<file path="config.mk">
export PLATFORM = sky130hd
export DESIGN_NAME = stbus_rx_deframer
export DESIGN_NICKNAME = d
export VERILOG_FILES = /design/src/rtl/stbus_pkg.sv /design/src/rtl/stbus_sync.sv /design/src/rtl/stbus_rx_deframer.sv
export SDC_FILE = /design/constraint.sdc
export NUM_CORES = 1
export LEC_CHECK = 0
export ABC_CLOCK_PERIOD_IN_PS = 3600
export CELL_PAD_IN_SITES_DETAIL_PLACEMENT = 1
export CELL_PAD_IN_SITES_GLOBAL_PLACEMENT = 2
export CORE_UTILIZATION = 44
export DETAILED_ROUTE_END_ITERATION = 6
export PLACE_DENSITY_LB_ADDON = 0.1
export SKIP_LAST_GASP = 1
export SLEW_MARGIN = 20
export SYNTH_ARGS = -nofsm -noshare
export SYNTH_HDL_FRONTEND = slang
export SYNTH_SLANG_ARGS = --single-unit
export TNS_END_PERCENT = 10
</file>
<file path="constraint.sdc">
create_clock -name clk50 -period 3.6 [get_ports clk50]
set_input_delay 0.36 -clock clk50 [delete_from_list [all_inputs] [get_ports clk50]]
set_output_delay 0.36 -clock clk50 [all_outputs]
set_load 0.05 [all_outputs]
</file>
<file path="src/rtl/stbus_pkg.sv">
// stbus_pkg: shared constants and types for the ST-bus receive deframer.
// Optional sync-error counter is enabled with STBUS_RX_SYNC_CNT_EN.
package stbus_pkg;

  localparam int CHANNELS       = 32;
  localparam int BITS_PER_FRAME = 256;
  localparam int C4_PER_FRAME   = 512;

  typedef enum logic {
    HUNT,
    SYNC
  } stbus_rx_state_t;

  typedef logic [7:0] chan_byte_t;
  typedef logic [8:0] cnt_t;

endpackage

</file>
<file path="src/rtl/stbus_sync.sv">
// stbus_sync: 2-FF synchroniser for c4/f0/data plus c4 rising-edge detect.
// All three inputs share one pipeline so they stay mutually aligned.
module stbus_sync (
  input  logic clk,
  input  logic rst_n,
  input  logic c4,
  input  logic f0,
  input  logic data,
  output logic c4_s,
  output logic f0_s,
  output logic data_s,
  output logic c4_rise
);

  logic [2:0] meta;
  logic       c4_d;

  // f0 idles high, so it resets to its inactive level
  always_ff @(posedge clk or negedge rst_n) begin
    if (!rst_n) begin
      meta   <= 3'b010;
      c4_s   <= 1'b0;
      f0_s   <= 1'b1;
      data_s <= 1'b0;
      c4_d   <= 1'b0;
    end else begin
      meta   <= {c4, f0, data};
      c4_s   <= meta[2];
      f0_s   <= meta[1];
      data_s <= meta[0];
      c4_d   <= c4_s;
    end
  end

  assign c4_rise = c4_s & ~c4_d;

endmodule

</file>
<file path="src/rtl/stbus_rx_deframer.sv">
// stbus_rx_deframer: ST-bus frame capture into a ping-pong channel buffer.
// Define STBUS_RX_SYNC_CNT_EN to add the sync_err_cnt output.
module stbus_rx_deframer #(
  parameter int unsigned CHANNELS       = 32,
  parameter int unsigned FRAMES_PER_IRQ = 12
) (
  input  logic       clk50,
  input  logic       reset_n,
  input  logic       c4,
  input  logic       f0,
  input  logic       data_from_dt,
  input  logic [4:0] rd_addr,
  output logic [7:0] rd_data,
  input  logic       int_ack,
  output logic       frame_done,
  output logic       bank_sel,
  output logic       cpu_int,
  output logic       sync_err
`ifdef STBUS_RX_SYNC_CNT_EN
  ,
  output logic [7:0] sync_err_cnt
`endif
);

  import stbus_pkg::*;

  localparam cnt_t LAST = cnt_t'(C4_PER_FRAME - 1);
  localparam logic [7:0] FPI_LAST = 8'(FRAMES_PER_IRQ - 1);

  logic c4_s, f0_s, data_s, c4_rise;

  stbus_sync u_sync (
    .clk    (clk50),
    .rst_n  (reset_n),
    .c4     (c4),
    .f0     (f0),
    .data   (data_from_dt),
    .c4_s   (c4_s),
    .f0_s   (f0_s),
    .data_s (data_s),
    .c4_rise(c4_rise)
  );

  stbus_rx_state_t state, state_nx;
  cnt_t       cnt, cnt_nx, inc;
  logic [6:0] shreg, shreg_nx;
  logic       wr_en, swap_nx, err_nx;
  logic [4:0] wr_ch;
  logic       wr_bank, swap, rd_bank;
  logic [7:0] fcnt;
  logic       int_set;
  chan_byte_t mem [2][CHANNELS];

  assign inc = cnt + 9'd1;

  always_comb begin
    state_nx = state;
    cnt_nx   = cnt;
    shreg_nx = shreg;
    wr_en    = 1'b0;
    wr_ch    = inc[8:4];
    swap_nx  = 1'b0;
    err_nx   = 1'b0;
    if (c4_rise) begin
      unique case (state)
        HUNT: begin
          if (!f0_s) begin
            cnt_nx   = '0;
            state_nx = SYNC;
          end
        end
        SYNC: begin
          unique case (1'b1)
            !f0_s: begin
              cnt_nx = '0;
              err_nx = (cnt != LAST);
            end
            f0_s && (cnt == LAST): begin
              err_nx   = 1'b1;
              state_nx = HUNT;
            end
            default: begin
              cnt_nx = inc;
              // odd count carries bit (inc>>1); byte closes on bit 7
              if (inc[0]) begin
                shreg_nx = {shreg[5:0], data_s};
                wr_en    = (inc[3:1] == 3'b111);
                swap_nx  = (inc == LAST);
              end
            end
          endcase
        end
        default: ;
      endcase
    end
  end

  assign int_set = swap && (fcnt == FPI_LAST);
  assign rd_bank = swap ? wr_bank : ~wr_bank;

  always_ff @(posedge clk50 or negedge reset_n) begin
    if (!reset_n) begin
      state      <= HUNT;
      cnt        <= '0;
      shreg      <= '0;
      swap       <= 1'b0;
      wr_bank    <= 1'b0;
      bank_sel   <= 1'b0;
      frame_done <= 1'b0;
      fcnt       <= '0;
      cpu_int    <= 1'b0;
      sync_err   <= 1'b0;
    end else begin
      state      <= state_nx;
      cnt        <= cnt_nx;
      shreg      <= shreg_nx;
      swap       <= swap_nx;
      frame_done <= swap;
      if (swap) begin
        wr_bank  <= ~wr_bank;
        bank_sel <= wr_bank;
        fcnt     <= (fcnt == FPI_LAST) ? 8'd0 : fcnt + 8'd1;
      end
      cpu_int  <= int_set | (cpu_int & ~int_ack);
      sync_err <= err_nx | (sync_err & ~int_ack);
    end
  end

  always_ff @(posedge clk50 or negedge reset_n) begin
    if (!reset_n) begin
      rd_data <= '0;
      for (int b = 0; b < 2; b++)
        for (int c = 0; c < int'(CHANNELS); c++)
          mem[b][c] <= '0;
    end else begin
      rd_data <= mem[rd_bank][rd_addr];
      if (wr_en)
        mem[wr_bank][wr_ch] <= {shreg, data_s};
    end
  end

`ifdef STBUS_RX_SYNC_CNT_EN
  always_ff @(posedge clk50 or negedge reset_n) begin
    if (!reset_n) begin
      sync_err_cnt <= '0;
    end else begin
      unique case (1'b1)
        err_nx && int_ack:
          sync_err_cnt <= 8'd1;
        err_nx && !int_ack:
          if (sync_err_cnt != 8'hFF)
            sync_err_cnt <= sync_err_cnt + 8'd1;
        !err_nx && int_ack:
          sync_err_cnt <= '0;
        default: ;
      endcase
    end
  end
`endif

endmodule

</file>
Word-level counts from Yosys, hierarchy flattened

Index checks and enable logic that the tools add are counted.

Register bits: 558
Latch bits: 0
Bits in writable memories: 0
Bits in read-only memories: 0
Input bits: 11
Output and inout bits: 12
Word-level logic and storage cells: 147
Memories kept: 0

Add/sub/neg operators: 2
Multipliers: 0
Div/mod/pow operators: 0
Order comparisons: 6
Equality and inequality tests: 7
Shift-type cells: 0
Mux-type cells: 30
Bitwise operators: 14
Reduce and logical (&&, ||, !) cells: 8

Operator list:

| operator                                                    | count |
|---|---|
| two-way mux 256 bit                                         | 4 |
| bitwise mux 512 bit                                         | 1 |
| demux 256 bit (select 1 bit)                                | 1 |
| binary-select mux 8 bit (select 5 bit)                      | 1 |
| demux 8 bit (select 5 bit)                                  | 1 |
| one-hot mux 9 bit (2 select lines)                          | 2 |
| two-way mux 8 bit                                           | 4 |
| == test 9 bit (second input constant)                       | 2 |
| two-way mux 1 bit                                           | 13 |
| >= comparator 6 bit (second input constant)                 | 2 |
| NOT 5 -> 6 bit                                              | 2 |
| adder 9 x 1 -> 9 bit (second input constant)                | 1 |
| two-way mux 9 bit                                           | 1 |
| != test 9 bit (second input constant)                       | 1 |
| adder 8 x 1 -> 8 bit (second input constant)                | 1 |
| == test 8 x 4 -> 1 bit (second input constant)              | 1 |
| less-than comparator 6 x 1 -> 1 bit (second input constant) | 1 |
| NOT 1 bit                                                   | 5 |
| >= comparator 2 bit (second input constant)                 | 2 |
| logical AND 1 bit                                           | 4 |
| != test 2 bit (second input constant)                       | 2 |
| NOT 1 -> 2 bit                                              | 2 |
| one-hot mux 1 bit (2 select lines)                          | 2 |
| AND reduction 4 bit                                         | 1 |
| 7 further kinds                                             | 10 |

Longest topological paths before layout

Depth after elaboration: 9
Mapped depth: 14
Mapped depth without buffers: 11

Cells and area by module

A second synthesis with hierarchy kept.

Cell total of the unflattened synthesis: 2,118
Area, all modules: 25,884.8 um2

By module, submodules not included:

| module            | times used | cells each | area an instance (um2) | seq. area each (um2) |
|---|---|---|---|---|
| stbus_rx_deframer | 1          | 2,110      | 25,693.4               | 13,788.2 |
| stbus_sync        | 1          | 8          | 191.4                  | 177.7 |

Least setup slack after synthesis

Ideal clock, no wire load.

Path type: register -> register
Start: register cnt[0]
End: register mem[504] (netlist name)
Arrival time: 3,234 ps
Required time: 3,475 ps
Setup slack: 241 ps
Stages on the path, launching flop included: 15
Period minus slack after synthesis: 3,359 ps
Cells stage by stage: dfrtp_1 > ha_1 > and3_1 > clkbuf_1 > and3_1 > ha_1 > inv_1 > ha_1 > nand4_1 > or4_4 > or2_1 > buf_6 > or2_1 > buf_6 > mux2_4

Longest elaborated chain between the ends: 9
Elaborated cells on any way between the ends: 18

RTL lines:

| item                                                                                             | line                     | RTL |
|---|---|---|
| start, declared                                                                                  | stbus_rx_deframer.sv:45  | `cnt_t cnt, cnt_nx, inc;` |
| start signal, assigned                                                                           | stbus_rx_deframer.sv:115 | `cnt <= cnt_nx;` |
| adder 9 x 1 -> 9 bit                                                                             | stbus_rx_deframer.sv:54  | `assign inc = cnt + 9'd1;` |
| NOT 5 -> 6 bit (not written as such)                                                             | stbus_rx_deframer.sv:138 | `mem[wr_bank][wr_ch] <= {shreg, data_s};` |
| >= comparator 6 bit (not written as such) or less-than comparator 6 x 1 -> 1 bit (tied branches) | stbus_rx_deframer.sv:138 |  |
| logical AND 1 bit (not written as such)                                                          | stbus_rx_deframer.sv:138 |  |
| two-way mux 8 bit (not written as such)                                                          | stbus_rx_deframer.sv:138 |  |
| demux 8 bit (select 5 bit)                                                                       | stbus_rx_deframer.sv:138 |  |
| two-way mux 256 bit (not written as such)                                                        | stbus_rx_deframer.sv:138 |  |
| demux 256 bit (select 1 bit)                                                                     | stbus_rx_deframer.sv:138 |  |
| bitwise mux 512 bit                                                                              | stbus_rx_deframer.sv:138 |  |
| end signal, assigned by index                                                                    | stbus_rx_deframer.sv:138 |  |
| end, declared                                                                                    | stbus_rx_deframer.sv:52  | `chan_byte_t mem [2][CHANNELS];` |

Parallel ways exist; a longest one is shown, timed or not.
A chain may end at the register's enable or synchronous reset.

Final worst setup path

Start: register cnt[4]
End: register mem[505] (netlist name)

The elaborated chain is that of the path after synthesis.

==> results summary <==
The worst slack on hold paths came out at 155 ps. The area of placed instances is 27500 sq um. By area the synthesized netlist is led by sky130_fd_sc_hd__dfrtp_1 (54%), sky130_fd_sc_hd__mux2_2 (23%), sky130_fd_sc_hd__nand2_1 (5.8%), sky130_fd_sc_hd__nand3_1 (2.2%), sky130_fd_sc_hd__mux2i_1 (2.1%). The congestion estimate from routability-driven global placement came to 0.868.

The residual overflow from global routing came out at 0. The mean area per synthesized cell is 11.9 sq um. The gate family responsible for the most delay along the worst path is simple AND/OR/NAND/NOR gates. The die is 245 microns wide. The final clock skew is 32.4 ps.

For this run, the register share of the synthesized area comes to 0.538. The wire length of the first global-routing pass is 125000 microns. After legalization and detailed placement, the total HPWL measured 52800 microns. The final layout contains routed wiring with a total length of 81000 microns. Synthesis produced a netlist whose cell count is 2186.

The final number of setup-violating endpoints is 8. For this run, the post-layout net count is 2243. The total track usage came out at 0.278. The Yosys warning count is 0.

Of all nets on the critical path, the largest fanout is 8. The routed wirelength normalized by instance count came out at 26.6 microns. Counting flops and latches in the post-synthesis netlist gives 558. The total core area is 58000 sq um.

The synthesized area came out at 26000 sq um. The violation count after the first detailed-route iteration is 1051. The via count of the first global-routing pass came to 19229. The cell repeated most along the worst path is sky130_fd_sc_hd__and3_1. The number of antenna violations at the first check in global routing is 1. Compared with the post-synthesis result, the final layout area differs by 14.8%. Dividing the detail-routed via count by the number of cells gives 5.82. At the pin with the least slew margin, the transition time is 1110 ps.

The initialized floorplan defines 88 standard-cell rows. Yosys mapped the design onto 73 distinct sky130hd cell types. The final worst setup slack came out at -19.2 ps. The initial utilization of the core area, before any placement, comes to 0.447. The worst-case IR drop observed on VDD is 400 uV.

The library cells used most frequently in the layout, excluding fill and tap cells, are sky130_fd_sc_hd__dfrtp_1 (548), sky130_fd_sc_hd__mux2_2 (519), sky130_fd_sc_hd__nand2_1 (399). In the final layout, the share of cells above drive strength 1 is 0.360. The portion of the clock cycle consumed by the worst path in the final layout came out at 1.01. The total count of hold-check failures in the final report was 0.

The hold-critical path depth is 1. The synthesized design spends more area on one cell type than any other, namely sky130_fd_sc_hd__dfrtp_1. The final instance area came out at 29800 sq um. 23 I/O pins were placed. The arrival time reported for the critical path endpoint came out at 4140 ps. The clock transition at the register clock pins on the worst setup and hold paths after CTS is 60 ps. The maximum count of clock buffers along a single path is 3. The maximum single-stage delay on the critical path came out at 520 ps. The share of flip-flops with an asynchronous set or reset came out at 1.00. In this run the power density over the cells is 477 nW/um^2. Measured along the y axis, the die boundary spans 245 microns. The DRC violations left came out at 0. The via count of the routed design came out at 17705.

The tool flagged a number of max-cap violations equal to 0. The final reports fail on setup timing. Among all flip-flop cells after synthesis, the most frequent one is sky130_fd_sc_hd__dfrtp_1. The number of nets in the synthesized netlist is 2203. Clock tree synthesis selected as its root buffer the cell sky130_fd_sc_hd__clkbuf_16.

The count of nets left with antenna violations after detail routing is 0. The detailed-router iteration count before antenna repair came out at 5. The clock period minus worst slack came out at 3620 ps. The number of port buffers is 22. STA classifies the critical path endpoint as a flop. Counting buffers and inverters, the worst setup path is 11 cells deep. The maximum level of the CTS H-tree came out at 2. The number of max-slew violations in the final report came to 0. The flow ran to the end, but the final reports show violations. The depth of the worst register-to-register path is 11. Clock tree synthesis inserted a total of 61 buffers.

The CTS tree is built. The worst endpoint required time is 4130 ps. The pin count of the biggest net entering global routing is 138. The signal on the critical path passes through and3_1, and3_1, and3_1, ha_1, inv_1, ha_1, nand4_1, or4_4, or2_1, or2_2, mux2_4. The slowest stage of the critical path belongs to the cell sky130_fd_sc_hd__or4_4. Timing analysis after detailed placement gives a worst setup slack of -207 ps. The count of buffer and inverter cells on the critical path is 1. The total die area came out at 60000 sq um.

In this run the worst hold path is classified as primary input to flop. The fmax came out at 276 MHz. The worst pin sits at a relative slew slack of 0.257. For this design the static power due to leakage is 0.0137 uW. The later-pin clock latency in the skew report is 660 ps. The library cell used most frequently in the layout, excluding fill and tap cells, is sky130_fd_sc_hd__dfrtp_1. STA classifies the critical path startpoint as a flop. The TritonCTS sink count came out at 558. The share of the synthesized area in the top cell type is 0.536. The worst setup path is of the flop to flop kind.

Setup repair after global routing could not meet its margin everywhere. The number of synthesized flops with an enable pin is 0.
-- flip-flops by register name, indices dropped and copies added, names as in the netlist --
register	count
bank_sel	1
cnt	9
cpu_int	1
fcnt	8
frame_done	1
mem	512
rd_data	8
shreg	7
state	1
swap	1
sync_err	1
u_sync.c4_d	1
u_sync.c4_s	1
u_sync.data_s	1
u_sync.f0_s	1
u_sync.meta	3
wr_bank	1
-- layout make-up --
cell class                      count  area (sq um)
Clock inverter                     21           264
Fill cell                        5921         28200
Clock buffer                       94          1830
Timing Repair Buffer              135          1310
Tap cell                          765           957
Antenna cell                        1          2.50
Multi-Input combinational cell   1463         11400
Sequential cell                   558         14000
Inverter                            7          33.8
-- final timing paths --
| check | start | to | slack (ps) |
|---|---|---|---|
| max | cnt[4] | mem[505] | -20 |
| min | f0 | u_sync.meta[1] | 150 |
| max reg2reg | cnt[4] | mem[505] | -20 |
| min reg2reg | u_sync.meta[0] | u_sync.data_s | 370 |
| max in group asynchronous | reset_n | mem[210] | 2320 |
| min in group asynchronous | reset_n | shreg[4] | 200 |
-- metal layers --
metal	GRT usage	vias up	share of wire
met5	0	-	0.00016
met2	0.436	325	0.46
met3	0.0476	133	0.044
met4	0.0982	2	0.036
met1	0.388	9422	0.46
li1	-	7823	-
-- synthesized netlist by cell type, drive strengths merged (3+ instances only) --
cell type and count:
buf 33, nand4 38, a32oi 10, mux2 528, inv 7, dfrtp 556, o211ai 3, o31ai 3
nor3 23, nand2b 10, mux2i 55, or2 7, nor2b 6, and3 8, clkbuf 125, xnor2 5
a311oi 4, a21o 5, or3 5, nor2 48, a31oi 28, nand2 402, ha 6, and2 4
o2111ai 4, a41oi 6, nor4 11, mux4 11, xor2 8, a21oi 30, o21ai 24, a22oi 10
o22ai 15, nand3 117
-- cell families after synthesis --
family / share of synthesized area
adder cells (fa/ha/maj): 0.00289
AO/OA/AOI/OAI: 0.0417
flip-flops: 0.538
multiplexers: 0.261
AND/OR/NAND/NOR: 0.126
XOR/XNOR: 0.00468
buffers and inverters: 0.0258
-- power by group --
part,switching (uW),total [uW],internal [uW]
registers,462,6780,6320
logic,650,890,240
clock network,2680,6540,3850
total,3800,14200,10400
-- repair_timing --
action / in CTS / in global routing
pin swaps: 0 / 4
cloned: 0 / 0
buffers inserted: 0 / 4
hold buffers: 1 / 0
endpoints found under the setup margin: 81 / 288
endpoints found under the hold margin: 30 / 0
gates resized for setup: 1 / 16
-- metrics by stage --
step / total power, uW / setup TNS, ps / utilization / std cells
floorplan: 7010 / 0 / - / 2186
global placement: 7750 / -2770 / 0.475 / 2923
detailed placement: 7770 / -8820 / 0.475 / 2923
CTS: 14300 / -5300 / 0.511 / 3039
global route: 14600 / -14730 / 0.514 / 3043
finish: 14200 / -61.4 / 0.514 / 3044
Note: power is estimated with default switching activity, not from simulation.
